--- config.mk ---
export PLATFORM = sky130hd
export DESIGN_NAME = quiz_2
export DESIGN_NICKNAME = d
export VERILOG_FILES = /design/src/rtl/quiz_2.sv
export SDC_FILE = /design/constraint.sdc
export NUM_CORES = 1
export LEC_CHECK = 0
export CAP_MARGIN = 20
export CORE_AREA = 2 2 39 41
export DETAILED_ROUTE_END_ITERATION = 12
export DIE_AREA = 0 0 41 43
export PLACE_DENSITY_LB_ADDON = 0.25
export SYNTH_ARGS = -nofsm -noshare
export SYNTH_HDL_FRONTEND = slang
export SYNTH_SLANG_ARGS = --single-unit
--- constraint.sdc ---
create_clock -name clk -period 2.08 [get_ports clk]
set_input_delay 0.416 -clock clk [delete_from_list [all_inputs] [get_ports clk]]
set_output_delay 0.416 -clock clk [all_outputs]
set_load 0.03 [all_outputs]
--- src/rtl/quiz_2.sv ---
// quiz_2: Moore FSM that flags each (overlapping) occurrence of 1011 on a serial stream
module quiz_2 (
    input  logic clk,
    input  logic rst,
    input  logic din,
    output logic out
);

    typedef enum logic [2:0] {
        S0 = 3'd0,
        S1 = 3'd1,
        S2 = 3'd2,
        S3 = 3'd3,
        S4 = 3'd4
    } state_t;

    state_t state, state_next;

    // State register; reset wins over any transition
    always_ff @(posedge clk) begin
        if (rst)
            state <= S0;
        else
            state <= state_next;
    end

    // Longest-prefix transitions; unused encodings fall back to S0
    always_comb begin
        state_next = S0;
        unique case (state)
            S0:      state_next = din ? S1 : S0;
            S1:      state_next = din ? S1 : S2;
            S2:      state_next = din ? S3 : S0;
            S3:      state_next = din ? S4 : S2;
            S4:      state_next = din ? S1 : S2;
            default: state_next = S0;
        endcase
    end

    assign out = (state == S4);

endmodule

After elaboration in Yosys (flattened, before gate mapping)
Cells that the tools add are included.
{"block": "classes", "reduce_logical": 2, "eq_ne": 4, "mux": 5}
{"op": "one-hot mux 3 bit (4 select lines)", "n": 1}
{"op": "equality test 3 x 2 -> 1 bit (second input constant)", "n": 2}
{"op": "two-way mux 2 bit", "n": 2}
{"op": "equality test 3 x 1 -> 1 bit (second input constant)", "n": 1}
{"op": "equality test 3 bit (second input constant)", "n": 1}
{"op": "zero test 3 bit", "n": 1}
{"op": "two-way mux 3 bit", "n": 1}
{"op": "OR reduction 2 bit", "n": 1}
{"op": "two-way mux 1 bit", "n": 1}
{"block": "totals", "wordCells": 12, "ff_bits": 3, "out_inout_bits": 1, "inputBits": 3}

Longest topological paths before layout
{"block": "logic_depth", "depth_word": 3, "depth_mapped": 2, "mapped_depth_nobuf": 2}

Worst setup path after synthesis
No wires, ideal clock.
{"block": "synth_path", "path_kind": "flip-flop to output port", "from": "register state[2]", "to": "output port out", "arrival_ns": 1.106, "path_buffers": 0, "stages_incl_launch_ff": 2, "required_ns": 1.664, "path_slack_ns": 0.558, "cell_sequence": "dfxtp_1 > nor3b_1"}
{"block": "synth_between", "elab_chain_len": 1}
{"item": "start: declaration", "line": "17", "text": "state_t state, state_next;"}
{"item": "start signal: assignment", "line": "24", "text": "state <= state_next;"}
{"item": "equality test 3 bit", "line": "40", "text": "assign out = (state == S4);"}
{"item": "end: declaration", "line": "6", "text": "output logic out"}
Every way passes these cells.

Worst setup path after layout
Same ends and word-level chain as after synthesis.

==> qor.yml <==
hold_path:
  hp-class: "reg -> reg"
  min-delay-start: "state[1]$_SDFF_PP0_"
cts:
  hold_buffers: 0
  cts_setup_buffers: 0
  htreeDepth: 1
  cts-resized-gates: 0
  clock-root-buffer: "clkbuf_4"
  clockBufferDepth: 2
  clkLatencyLatePin_ns: 0.23
  cts_tree: "built"
  cts_num_sinks: 3
  path_clk_slew_ns: 0.04
  cts_buffers: 3
timing:
  finalSetupTns_ns: 0
  hold_viol_final: 0
  max_slew_margin: 0.797
  worst_clock_skew_ns: 0.00423
  finalCritPeriodShare: 0.926
  tightestPinTransition_ns: 0.303
  fmaxAchievable_ghz: 0.519
  drv_slew: 0
  grt_setup_unrepaired: "no"
  setup_viol: 0
  post-route-min-period_ns: 1.93
worst_setup_path:
  crit_type: "reg -> out"
  cp-end-kind: "output pin"
  required_ns: 1.66
  crit_fanout: 6
  rr_startpoint: "state[0]$_SDFF_PP0_"
  reg2reg_setup_slack_ns: 1.01
  start_kind: "flop"
  r2r_cells: 2
  worstPathArrival_ns: 1.51
  crit_end: "out"
  cp-startpoint: "state[2]$_SDFF_PP0_"
  reg2reg_to: "state[1]$_SDFF_PP0_"
logic_synthesis:
  post_synth.cell_area_avg_um2: 11.4
  synthDistinctLibCells: 8
  ys_warn_count: 0
  synthesis.nets: 15
  synth_cells: 12
  syn_area_um2: 136
  synth-seq-area-share: 0.440
  synth_seq_cells: 3
finish:
  antenna_cells: 0
  area.growth.synth_to_final_pct: 56.0
  n_fill_cell: 159
  utilization: 0.154
  reg_top3: "state: 3 flops"
  multi_input_area_um2: 76.3
  instances_no_fill: 35
  drive_gt1_frac: 0.158
  largest_register_ffs: 3
  finalNetCount: 23
  top_register: "state"
  seqCellArea_um2: 60.1
route:
  drt-met1-wl_um: 108
  first_pass_iters: 2
  drt_iter0_drc: 4
  num_vias: 122
  top_layer: "met3"
  wl_met3_um: 17
  wl_per_cell_um: 7.89
  totalWireLength_um: 276
  drc: 0
  dr_wl_met2_um: 150
  vias_per_cell: 3.49
  detail-route-antenna-nets: 0
grt:
  grt_pass1_vias: 118
  grt_pass1_wl_um: 455
  grt_overflow: 0
  antenna_found_initial: 0
  grt_max_degree: 7
  grtUsageTotal: 0.0481
flow_run:
  maxCapViolations: 0
pwr:
  ir_drop_uv: 148
  power_w: 0.000174
  leakage_nw: 0.0665
  p_per_area_nw_per_um2: 817
placed_design:
  numPortBuffers: 3
  gp_congestion: 0.551
  place_inst: 31
floorplan:
  start_util: 0.0986
  ios: 4
  dieWidth_um: 41
  std_cell_rows: 14
  core_um2: 1380
  die_area_um2: 1760
  die_h_um: 43
outcome:
  status: "finished, final reports clean"
routing by layer:
metal | global-route usage | vias up
met5 | 0 | -
met4 | 0.0600 | 0
met3 | 0.0628 | 0
met2 | 0.0500 | 3
met1 | 0.0351 | 58
li1 | - | 61
cell usage after synthesis (all sizes together):
library cell	instances	area (um2)
nor3b	3	22.5
nand3b	1	7.51
maj3	1	10.0
or3b	1	8.76
or4bb	1	11.3
or4b	1	10.0
dfxtp	3	60.1
a31oi	1	6.26
cell families (layout without fill, tap and decap cells):
kind of cell | after synthesis | after routing | share of synthesized area
and+or+nand+nor | 7 | 7 | 0.440
AOI/OAI and AO/OA | 1 | 1 | 0.0459
buffers and inverters | 0 | 7 | 0
DFF | 3 | 3 | 0.440
adders and majority gates | 1 | 1 | 0.0734
layout make-up:
cell class                 instances  share of cell area
tap                               16              0.0941
multi-input combinational          9               0.359
sequential                         3               0.282
timing repair buffer               3               0.141
clock buffer                       4               0.124
stage by stage:
| stage | setup WS (ns) | area, um2 | hold slack [ns] |
|---|---|---|---|
| after global placement | 0.391 | 186 | 0.513 |
| after CTS | 0.122 | 213 | 0.529 |
| after global routing | 0.0324 | 213 | 0.569 |
| after detailed placement | 0.369 | 186 | 0.521 |
| after floorplan | 0.558 | 136 | 0.481 |
| final | 0.154 | 213 | 0.521 |
where the power goes:
part	switching [W]	internal (W)
Sequential	0.00000234	0.0000598
Clock	0.0000309	0.0000720
Combinational	0.00000261	0.00000609
Total	0.0000359	0.000138
layout by cell type, fill, tap and decap left out, drive strengths merged:
master,instances
dfxtp,3
or3b,1
or4bb,1
clkbuf,4
nor3b,3
maj3,1
nand3b,1
a31oi,1
clkdlybuf4s50,3
or4b,1
worst max-delay path, cell delays in order, from the launching register on:
cell	delay, ns
dfxtp_1	0.38
nor3b_1	0.20
clkdlybuf4s50_1	0.70
worst min path at each step:
| stage | endpoint | slack, ns | cells after the start |
|---|---|---|---|
| after detailed placement | state[2]$_SDFF_PP0_ | 0.52 | 2 |
| after global routing | state[2]$_SDFF_PP0_ | 0.57 | 2 |
| final | state[2]$_SDFF_PP0_ | 0.52 | 2 |
| after CTS | state[2]$_SDFF_PP0_ | 0.53 | 2 |
| after global placement | state[2]$_SDFF_PP0_ | 0.51 | 2 |
| after floorplan | state[2]$_SDFF_PP0_ | 0.48 | 2 |
(Power assumes the default switching activity.)
